### config.mk
export PLATFORM = sky130hd
export DESIGN_NAME = sr_cmd_conditioner
export DESIGN_NICKNAME = d
export VERILOG_FILES = /design/src/rtl/sr_cmd_conditioner.sv
export SDC_FILE = /design/constraint.sdc
export NUM_CORES = 1
export LEC_CHECK = 0
export CAP_MARGIN = 30
export CORE_UTILIZATION = 54
export CTS_BUF_LIST = sky130_fd_sc_hd__clkbuf_16
export DETAILED_ROUTE_END_ITERATION = 10
export HOLD_SLACK_MARGIN = 0.15
export PLACE_DENSITY = 0.87
export SYNTH_ARGS = -nofsm -noshare
export SYNTH_HDL_FRONTEND = slang
export SYNTH_SLANG_ARGS = --single-unit
export TNS_END_PERCENT = 1
### constraint.sdc
create_clock -name CLK -period 2.01 [get_ports CLK]
set_input_delay 0.402 -clock CLK [delete_from_list [all_inputs] [get_ports CLK]]
set_output_delay 0.402 -clock CLK [all_outputs]
set_load 0.005 [all_outputs]
### src/rtl/sr_cmd_conditioner.sv
// Conditions two raw asynchronous set/clear requests into single-cycle S/R pulses.
// Each input is synchronised and debounced; clear wins when both rise together.
module sr_cmd_conditioner #(
  parameter int SYNC_STAGES     = 2,
  parameter int DEBOUNCE_CYCLES = 16,
  parameter int EVT_W           = 8
) (
  input  logic             CLK,
  input  logic             RST,
  input  logic             SET_IN,
  input  logic             CLR_IN,
  output logic             S,
  output logic             R,
  output logic             SET_LVL,
  output logic             CLR_LVL,
  output logic             DROP,
  output logic [EVT_W-1:0] EVT_CNT
);

  localparam int CNT_W = $clog2(DEBOUNCE_CYCLES + 1);
  localparam logic [CNT_W-1:0] CNT_LAST = CNT_W'(DEBOUNCE_CYCLES - 1);

  typedef enum logic [1:0] {
    ST_LOW,
    ST_RISE_CHK,
    ST_HIGH,
    ST_FALL_CHK
  } db_state_t;

  // Channel 0 is the set request, channel 1 the clear request.
  logic [1:0] raw_in;
  logic [1:0] lvl_bit;
  logic [1:0] rise_req;

  assign raw_in = {CLR_IN, SET_IN};

  genvar gi;
  generate
    for (gi = 0; gi < 2; gi++) begin : g_chan
      logic [SYNC_STAGES-1:0] sync_reg;
      logic                   sync;
      db_state_t              state_reg, state_next;
      logic [CNT_W-1:0]       cnt_reg, cnt_next;
      logic                   lvl_reg, lvl_next;
      logic                   req_next;

      always_ff @(posedge CLK) begin
        if (RST) begin
          sync_reg <= '0;
        end else begin
          sync_reg <= {sync_reg[SYNC_STAGES-2:0], raw_in[gi]};
        end
      end

      assign sync = sync_reg[SYNC_STAGES-1];

      always_ff @(posedge CLK) begin
        if (RST) begin
          state_reg <= ST_LOW;
          cnt_reg   <= '0;
          lvl_reg   <= 1'b0;
        end else begin
          state_reg <= state_next;
          cnt_reg   <= cnt_next;
          lvl_reg   <= lvl_next;
        end
      end

      // cnt holds the number of consecutive samples already seen at the new level.
      always_comb begin
        state_next = state_reg;
        cnt_next   = cnt_reg;
        lvl_next   = lvl_reg;
        req_next   = 1'b0;
        case (state_reg)
          ST_LOW: begin
            if (sync) begin
              state_next = ST_RISE_CHK;
              cnt_next   = CNT_W'(1);
            end
          end
          ST_RISE_CHK: begin
            if (!sync) begin
              state_next = ST_LOW;
              cnt_next   = '0;
            end else if (cnt_reg == CNT_LAST) begin
              state_next = ST_HIGH;
              cnt_next   = '0;
              lvl_next   = 1'b1;
              req_next   = 1'b1;
            end else begin
              cnt_next = cnt_reg + CNT_W'(1);
            end
          end
          ST_HIGH: begin
            if (!sync) begin
              state_next = ST_FALL_CHK;
              cnt_next   = CNT_W'(1);
            end
          end
          ST_FALL_CHK: begin
            if (sync) begin
              state_next = ST_HIGH;
              cnt_next   = '0;
            end else if (cnt_reg == CNT_LAST) begin
              state_next = ST_LOW;
              cnt_next   = '0;
              lvl_next   = 1'b0;
            end else begin
              cnt_next = cnt_reg + CNT_W'(1);
            end
          end
          default: begin
            state_next = ST_LOW;
            cnt_next   = '0;
            lvl_next   = 1'b0;
          end
        endcase
      end

      assign rise_req[gi] = req_next;
      assign lvl_bit[gi]  = lvl_reg;
    end
  endgenerate

  logic             s_reg, r_reg, drop_reg;
  logic [EVT_W-1:0] evt_cnt_reg;

  // Pulses register on the same edge the level rises; clear has priority.
  always_ff @(posedge CLK) begin
    if (RST) begin
      s_reg       <= 1'b0;
      r_reg       <= 1'b0;
      drop_reg    <= 1'b0;
      evt_cnt_reg <= '0;
    end else begin
      s_reg    <= rise_req[0] & ~rise_req[1];
      r_reg    <= rise_req[1];
      drop_reg <= rise_req[0] & rise_req[1];
      if (rise_req[0] | rise_req[1]) begin
        evt_cnt_reg <= evt_cnt_reg + EVT_W'(1);
      end
    end
  end

  assign S       = s_reg;
  assign R       = r_reg;
  assign DROP    = drop_reg;
  assign SET_LVL = lvl_bit[0];
  assign CLR_LVL = lvl_bit[1];
  assign EVT_CNT = evt_cnt_reg;

endmodule
**Word-level counts from Yosys, hierarchy flattened**

Cells that the tools add are included.

- Bits in registers: 31
- Logic and storage cells: 95

- Add/subtract/negate cells: 3
- Eq/ne operators: 24
- Mux-type cells: 42
- Bitwise gates (word level): 4
- Reduce and logical (&&, ||, !) cells: 10

Operators by type and width:

| operator | count |
|---|---|
| 5-bit two-way mux | 10 |
| 5-bit one-hot mux with 4 select lines | 2 |
| 2-bit two-way mux | 12 |
| 2-bit inequality test, second input constant | 12 |
| 2-bit one-hot mux with 4 select lines | 2 |
| 1-bit two-way mux | 14 |
| 3-bit inequality test, second input constant | 4 |
| 5-bit by 1-bit adder with 5-bit output, second input constant | 2 |
| 5-bit by 4-bit == test with 1-bit output, second input constant | 2 |
| 5-bit AND reduction | 2 |
| 8-bit by 1-bit adder with 8-bit output, second input constant | 1 |
| 2-bit == test, second input constant | 4 |
| 4-bit AND reduction | 2 |
| 2-bit by 1-bit == test with 1-bit output, second input constant | 2 |
| 2-bit logical NOT | 2 |
| 1-bit one-hot mux with 2 select lines | 2 |
| 2-bit AND reduction | 2 |
| 2-bit nonzero test | 2 |
| 1-bit bitwise AND | 2 |
| 1-bit NOT | 1 |
| 1-bit bitwise OR | 1 |

**Longest topological paths before layout**

Gate-level depths: netlist of run 1.

- Word-level depth: 6
- Depth in mapped cells: 6
- Mapped depth without buffers: 5

**Worst setup path after synthesis of run 1**

No wires, ideal clock.

- Kind: flip-flop to flip-flop
- Start point: register g_chan[0].cnt_reg[0]
- End point: register evt_cnt_reg[7] (netlist: EVT_CNT[7])
- Arrival time: 1.583 ns
- Required time: 1.889 ns
- Slack: 0.306 ns
- Cell stages (with the launch flop): 7
- Buffers on the path: 1
- Cell sequence: dfxtp_1 ha_1 and4b_1 buf_4 nand4b_4 a211oi_2 mux2_2

- Cells in the longest elaborated chain, start to end: 5

RTL lines:

| item | line | source |
|---|---|---|
| from (decl) | 43 | `logic [CNT_W-1:0] cnt_reg, cnt_next;` |
| from (signal assigned) | 64 | `cnt_reg <= cnt_next;` |
| 5-bit by 4-bit == test with 1-bit output | 86 | `end else if (cnt_reg == CNT_LAST) begin` |
| 1-bit two-way mux | 86 |  |
| 1-bit two-way mux | 83 | `if (!sync) begin` |
| 1-bit two-way mux | 75 | `case (state_reg)` |
| 1-bit bitwise OR | 140 | `if (rise_req[0] \| rise_req[1]) begin` |
| to (signal assigned) | 141 | `evt_cnt_reg <= evt_cnt_reg + EVT_W'(1);` |
| to (decl) | 127 | `logic [EVT_W-1:0] evt_cnt_reg;` |

Every way passes these cells.
A chain may end at the register's enable or synchronous reset.

**Worst setup path after layout of run 1**

- Start point: register g_chan[1].cnt_reg[0]
- End point: register evt_cnt_reg[2] (netlist: EVT_CNT[2])

- Cells in the longest elaborated chain, start to end: 5

RTL lines:

| item | line |
|---|---|
| from (decl) | 43 |
| from (signal assigned) | 64 |
| 5-bit by 4-bit == test with 1-bit output | 86 |
| 1-bit two-way mux | 86 |
| 1-bit two-way mux | 83 |
| 1-bit two-way mux | 75 |
| 1-bit bitwise OR | 140 |

Every way passes these cells.

==> reports/qor.log, run 1 <==
[run] number of max-cap violations 0
[synthesis] cell taking the most area after synthesis dfxtp_1
[detailed_routing] length of the first detailed-routing pass in iterations 4
[run_status] status finished clean
[detailed_routing] count of unresolved DRC violations after routing 0
[worst_setup_path] data arrival time at the worst-slack endpoint 2060 ps
[place] Buffers on Ports 16
[floorplan] Site Rows 18
[synthesis] post-synthesis register bit count 31
[synthesis] number of flops mapped to enable cells by yosys 0
[detailed_routing] vias after detailed routing 1,160
[clock_network] number of buffers added by the clock tree synthesis step 5
[power_and_ir_drop] leakage component of the power 0.759 nW
[synthesis] leading register cell type out of synthesis dfxtp_1
[sta] final slew viol count 0
[sta] setup TNS 0 ps
[worst_setup_path] worst setup path category reg2reg
[global_route] global-route wire length before repair 4550 um
[worst_setup_path] longest individual stage delay on the worst path 380 ps
[global_route] met1 Usage GRT 26.1%
[worst_setup_path] crit-path leading delay family simple AND/OR/NAND/NOR gates
[finish] number of nets in the layout 175
[detailed_routing] routed wirelength normalized by instance count 14.6 um
[floorplan] Chip Height 53.3 um
[sta] worst clock skew 5.92 ps
[detailed_routing] total wire length 2910 um
[floorplan] width of the die 53.3 um
[global_route] met2 track demand over resource 39.2%
[floorplan] number of placed I/O pins 17
[worst_setup_path] standard cell with the maximum stage delay on the critical path dfxtp_1
[global_route] global routing usage summed across all routing layers 23.2%
[worst_hold_path] classification of the worst-slack hold path reg2reg
[synthesis] Area contributors post-synth dfxtp_1, nor2b_1, mux2_2
[clock_network] post-cts resize count 0
[sta] worst slew pin tran 562 ps
[synthesis] synthesized netlist net count 156
[synthesis] fraction of post-synthesis cell area in the top cell type by area 43.7%
[floorplan] initial standard-cell utilization of the core 57.3%
[synthesis] FFs w/ async S/R, synth 0%
[synthesis] cells after synthesis 149
[clock_network] TritonCTS sink count 31
[global_route] number of antenna violations at the first check in global routing 0
[clock_network] number of hold buffers added after cts 0
[sta] Finish-stage setup viols 0
[global_route] most heavily used metal layer in global routing met2
[global_route] vias in the first global route 1,002
[worst_setup_path] type of destination of the critical path flop
[sta] smallest hold slack 434 ps
[detailed_routing] Iteration-0 DRC Markers 26
[sta] time the final worst path needs with I/O delays and setup 1890 ps
[global_route] final global-route overflow total 0
[clock_network] CTS tree yes
[synthesis] number of synthesis warnings 0
[power_and_ir_drop] Pwr per Cell Area 803 nW/um^2
[power_and_ir_drop] largest vdd supply drop 769 uV
[worst_setup_path] critical path fanouts, max 13
[place] RePlAce Congestion 0.758
[detailed_routing] Vias per Instance 5.83
[worst_setup_path] count of buffer and inverter cells on the critical path 0
[synthesis] post-synthesis cell area 1420 sq um
[clock_network] number of buffers on the longest clock path 2
[sta] unrepaired setup endpoints after global routing no
[synthesis] sequential area share after synthesis 43.7%
[floorplan] area of the die 2840 sq um
[finish] fraction of layout instances using a drive strength above 1 13.6%
[worst_setup_path] crit-path cells ha_1 > and4b_2 > nand4b_4 > a21boi_0 > mux2_2
[synthesis] distinct cell type count after synthesis 40
[clock_network] number of levels in the clock H-tree 2
[worst_setup_path] data required time of the critical path 2170 ps
[floorplan] area inside the core boundary 2480 sq um
[sta] number of hold violations in the final report 0
[sta] Max-Slew Margin vs Limit 62.4%
[finish] antenna diode instance count 0
[finish] post-synthesis to final-layout area growth 23.3%
[finish] number of flip-flops in the largest register 10
[place] Post-DP HPWL 1940 um
[detailed_routing] antenna violation net count after detailed routing 0
[sta] Final Cycle Share 94.1%
[sta] highest attainable clock frequency 529 MHz
[global_route] routing usage on met3 6.32%
[clock_network] clock latency at the later pin of the worst-skew pair 270 ps
[clock_network] clock-pin transition on the worst setup and hold timing paths 50 ps
[worst_setup_path] sort of element at the start of the critical path flop
[clock_network] Root Buffer Master clkbuf_16
[clock_network] count of buffers added by post-CTS timing repair for setup 0
[global_route] maximum number of pins on one net before global-route repair 35
[synthesis] average cell area after synthesis 9.53 sq um
## area by class of cell
type	instances	area, sq um
sequential	31	621
clock inverter	3	15.0
inverter	1	3.75
clock buffer	5	125
multi-input combinational	111	762
fill	197	726
timing repair buffer	18	188
tap	30	37.5
## power breakdown
part           leakage, nW  internal (mW)  switching [mW]  total (mW)
Sequential           0.251          0.630          0.0141       0.644
Clock               0.0733          0.449           0.245       0.694
Combinational        0.434         0.0352          0.0324      0.0676
Total                0.759           1.11           0.292        1.41
## worst register-to-register path: cells and delay by family, from the launching register on
kind | cells | cell delay, ps
flip-flops | 1 | 380
AND/OR/NAND/NOR | 2 | 560
AO/OA/AOI/OAI | 1 | 260
multiplexers | 1 | 350
adder cells (fa/ha/maj) | 1 | 230
## cell families (layout without fill, tap and decap cells)
group,after synthesis,after routing,synth area share (%)
xor gates and xnor gates,3,3,2.38
AOI/OAI and AO/OA,34,34,15.8
adders and majority gates,3,3,2.64
and+or+nand+nor,65,65,28.1
buffers and inverters,7,27,2.64
muxes,6,6,4.76
DFF,31,31,43.7
## cell usage after synthesis, drive strengths merged, types with 2 or more instances
cell / number
dfxtp: 31
or3: 2
a21oi: 10
nor3b: 3
and2: 4
mux2: 6
and4b: 2
xor2: 3
o21ai: 6
buf: 3
o211a: 3
nand4b: 3
ha: 3
nor4b: 2
a31oi: 6
and3: 2
clkbuf: 3
nand2: 10
nor2: 12
nor2b: 12
nand3: 9
## layout by cell type (no fill, tap or decap), drive strengths merged, types with 4 or more instances in the layout
cell / Yosys / final
nand2: 10 / 10
o21ai: 6 / 6
mux2: 6 / 6
nand3: 9 / 9
dfxtp: 31 / 31
and2: 4 / 4
a21oi: 10 / 10
a31oi: 6 / 6
nor2b: 12 / 12
nor2: 12 / 12
clkbuf: 3 / 5
clkdlybuf4s50: 0 / 16
## per-stage QoR
step           utilization, %  area [sq um]  std cells  setup slack, ps  total power [mW]
3_3_place_gp             65.1          1610        191              220             0.718
5_1_grt                  70.7          1750        199             15.7              1.46
2_1_floorplan               -          1420        149              306             0.687
4_1_cts                  70.7          1750        199              118              1.42
6_report                 70.7          1750        199              119              1.41
3_5_place_dp             65.1          1610        191              116             0.722
## worst paths after layout
check | from | to | slack (ps) | cells after the start
worst max-delay path | g_chan[1].cnt_reg[0]$_SDFFE_PP0P_ | EVT_CNT[2]$_SDFFE_PP0P_ | 120 | 5
worst min-delay path | g_chan[0].sync_reg[0]$_SDFF_PP0_ | g_chan[0].sync_reg[1]$_SDFF_PP0_ | 430 | 1
worst max register to register | g_chan[1].cnt_reg[0]$_SDFFE_PP0P_ | EVT_CNT[2]$_SDFFE_PP0P_ | 120 | 5
worst min register to register | g_chan[0].sync_reg[0]$_SDFF_PP0_ | g_chan[0].sync_reg[1]$_SDFF_PP0_ | 430 | 1
## routing by layer
| metal | share of wire [%] | routed length, um |
|---|---|---|
| met2 | 52 | 1520 |
| met1 | 42 | 1230 |
| met4 | 1.4 | 40 |
| met3 | 3.8 | 111 |
| met5 | 0 | 0 |
(Power assumes the default switching activity.)
==> run 2: changes to the inputs <==
Settings changed: CORE_UTILIZATION 54 to 60, DONT_BUFFER_PORTS set to 1, PLACE_DENSITY 0.87 to 0.85.
==> run 2 against run 1 <==
Compared with the run above:
- design area decreased by 11%
- total power fell by 2.8%
- clock power is 0.9% lower
- cell count is 9.5% lower
- critical path type unchanged
- critical endpoint unchanged
- largest cell class unchanged
==> reports/qor.log, run 2 (synthesized netlist as in run 1, its figures left out) <==
[power_and_ir_drop] largest vdd supply drop 655 uV [was 769 uV]
[place] RePlAce Congestion 0.806 [was 0.758]
[place] worst setup slack after placement 147 ps [was 116 ps]
[worst_setup_path] critical path fanouts, max 13 [unchanged]
[detailed_routing] Vias per Instance 6.06 [was 5.83]
[worst_setup_path] type of destination of the critical path flop [unchanged]
[clock_network] TritonCTS sink count 31 [unchanged]
[finish] leading cell types in the layout, fill and taps excluded dfxtp_1, nor2_1, nor2b_1 [was dfxtp_1, clkdlybuf4s50_1, nor2_1, nor2b_1]
[sta] number of hold violations in the final report 0 [unchanged]
[global_route] global routing usage summed across all routing layers 23.9% [was 23.2%]
[worst_setup_path] standard cell with the maximum stage delay on the critical path dfxtp_1 [unchanged]
[sta] time the final worst path needs with I/O delays and setup 1930 ps [was 1890 ps]
[detailed_routing] Iteration-0 DRC Markers 27 [was 26]
[clock_network] clock-pin transition on the worst setup and hold timing paths 50 ps [about the same]
[worst_hold_path] hold worst-path end g_chan[1].cnt_reg[3]$_SDFFE_PP0P_ [was g_chan[0].sync_reg[1]$_SDFF_PP0_]
[worst_setup_path] worst setup path category reg2reg [unchanged]
[detailed_routing] count of unresolved DRC violations after routing 0 [unchanged]
[place] Buffers on Ports 0 [was 16]
[worst_setup_path] Critical R2R Capture EVT_CNT[2]$_SDFFE_PP0P_ [unchanged]
[global_route] vias in the first global route 1,035 [was 1,002]
[global_route] global-route wire length before repair 4490 um [was 4550 um]
[sta] Finish-stage setup viols 0 [unchanged]
[worst_setup_path] R2R Setup Slk 80 ps [was 120 ps]
[global_route] maximum number of pins on one net before global-route repair 35 [unchanged]
[clock_network] clock latency at the later pin of the worst-skew pair 280 ps [was 270 ps]
[worst_setup_path] sort of element at the start of the critical path flop [unchanged]
[sta] Max-Slew Margin vs Limit 60.5% [was 62.4%]
[worst_hold_path] number of instances on the worst hold path 1 [unchanged]
[clock_network] count of buffers added by post-CTS timing repair for setup 0 [unchanged]
[finish] antenna diode instance count 0 [unchanged]
[worst_setup_path] data required time of the critical path 2170 ps [about the same]
[detailed_routing] antenna violation net count after detailed routing 0 [unchanged]
[finish] fraction of layout instances using a drive strength above 1 12.5% [was 13.6%]
[detailed_routing] length of the first detailed-routing pass in iterations 4 [unchanged]
[worst_setup_path] data arrival time at the worst-slack endpoint 2090 ps [was 2060 ps]
[global_route] final global-route overflow total 0 [unchanged]
[finish] end-of-flow core utilization 70.8% [was 70.7%]
[detailed_routing] total wire length 2730 um [was 2910 um]
[floorplan] Site Rows 17 [was 18]
[finish] post-synthesis to final-layout area growth 10.2% [was 23.3%]
[power_and_ir_drop] Pwr per Cell Area 873 nW/um^2 [was 803 nW/um^2]
[floorplan] width of the die 50.7 um [was 53.3 um]
[worst_setup_path] crit-path leading delay family simple AND/OR/NAND/NOR gates [unchanged]
[sta] worst path setup slack after routing 79.4 ps [was 119 ps]
[sta] final slew viol count 0 [unchanged]
[finish] number of flip-flops in the largest register 10 [unchanged]
[clock_network] post-cts resize count 0 [unchanged]
[floorplan] initial standard-cell utilization of the core 64.2% [was 57.3%]
[worst_setup_path] Reg-to-Reg Start g_chan[1].cnt_reg[0]$_SDFFE_PP0P_ [unchanged]
[run] number of max-cap violations 0 [unchanged]
[place] Area after DPL 1430 sq um [was 1610 sq um]
[detailed_routing] vias after detailed routing 1,091 [was 1,160]
[clock_network] CTS tree yes [unchanged]
[sta] highest attainable clock frequency 518 MHz [was 529 MHz]
[clock_network] number of buffers added by the clock tree synthesis step 5 [unchanged]
[finish] number of filler instances in the final layout 172 [was 197]
[finish] final design area excluding fillers 1570 sq um [was 1750 sq um]
[worst_setup_path] crit-path cells ha_1 > and4b_2 > nand4b_4 > a21boi_0 > mux2_2 [unchanged]
[worst_hold_path] classification of the worst-slack hold path in2reg [was reg2reg]
[clock_network] number of hold buffers added after cts 0 [unchanged]
[floorplan] area inside the core boundary 2210 sq um [was 2480 sq um]
[finish] number of nets in the layout 158 [was 175]
[floorplan] number of placed I/O pins 17 [unchanged]
[place] Post-DP HPWL 1830 um [was 1940 um]
[clock_network] number of levels in the clock H-tree 2 [unchanged]
[sta] Final Cycle Share 96.0% [was 94.1%]
[worst_hold_path] beginning of the worst hold path RST [was g_chan[0].sync_reg[0]$_SDFF_PP0_]
[global_route] number of antenna violations at the first check in global routing 0 [unchanged]
[clock_network] Root Buffer Master clkbuf_16 [unchanged]
[floorplan] Chip Height 50.7 um [was 53.3 um]
[finish] most common library cell in the layout ignoring fill and taps dfxtp_1 [unchanged]
[worst_setup_path] crit path launch g_chan[1].cnt_reg[0]$_SDFFE_PP0P_ [unchanged]
[sta] worst clock skew 7.11 ps [was 5.92 ps]
[clock_network] number of buffers on the longest clock path 2 [unchanged]
[sta] setup TNS 0 ps [unchanged]
[power_and_ir_drop] leakage component of the power 0.690 nW [was 0.759 nW]
[worst_setup_path] longest individual stage delay on the worst path 370 ps [was 380 ps]
[worst_setup_path] count of buffer and inverter cells on the critical path 0 [unchanged]
[run_status] status finished clean [unchanged]
[floorplan] area of the die 2570 sq um [was 2840 sq um]
[sta] worst slew pin tran 590 ps [was 562 ps]
[sta] unrepaired setup endpoints after global routing no [unchanged]
[worst_setup_path] length in cells of the worst reg-to-reg path 5 [unchanged]
[detailed_routing] routed wirelength normalized by instance count 15.1 um [was 14.6 um]
run 2: cell type report:
cell class,instances,area [sq um],share of cell area [%]
repair buffers,1,7.51,0.480
clock buffers,5,125,7.99
clock inverters,3,11.3,0.719
flip-flops and latches,31,621,39.6
multi-input cells,111,762,48.7
inverters,1,3.75,0.240
well taps,28,35.0,2.24
run 2: per-layer routing:
| metal | vias up | track usage, % | wire length, um |
|---|---|---|---|
| li1 | 540 | - | - |
| met1 | 518 | 28.0 | 1190 |
| met2 | 28 | 38.2 | 1360 |
| met3 | 5 | 8.18 | 130 |
| met4 | 0 | 12.5 | 44 |
| met5 | - | 0 | 0 |
run 2: worst max-delay path by stage:
stage | to | slack, ps | cells past startpoint
after global routing | EVT_CNT[2]$_SDFFE_PP0P_ | 9 | 5
after floorplan | EVT_CNT[7]$_SDFFE_PP0P_ | 310 | 6
after detailed placement | EVT_CNT[7]$_SDFFE_PP0P_ | 150 | 5
after global placement | EVT_CNT[7]$_SDFFE_PP0P_ | 230 | 5
final | EVT_CNT[2]$_SDFFE_PP0P_ | 80 | 5
after CTS | EVT_CNT[2]$_SDFFE_PP0P_ | 70 | 5
run 2: through the flow:
| step | total power [mW] | hold slack (ps) | std cells |
|---|---|---|---|
| after floorplan | 0.687 | 414 | 149 |
| after global placement | 0.687 | 430 | 172 |
| after detailed placement | 0.691 | 432 | 172 |
| after CTS | 1.38 | 187 | 180 |
| after global routing | 1.42 | 185 | 180 |
| final | 1.37 | 197 | 180 |
run 2: power breakdown:
group	switching, mW	total (mW)	internal, mW
registers	0.0148	0.645	0.630
clock network	0.245	0.688	0.443
logic	0.0177	0.0337	0.0160
total	0.278	1.37	1.09
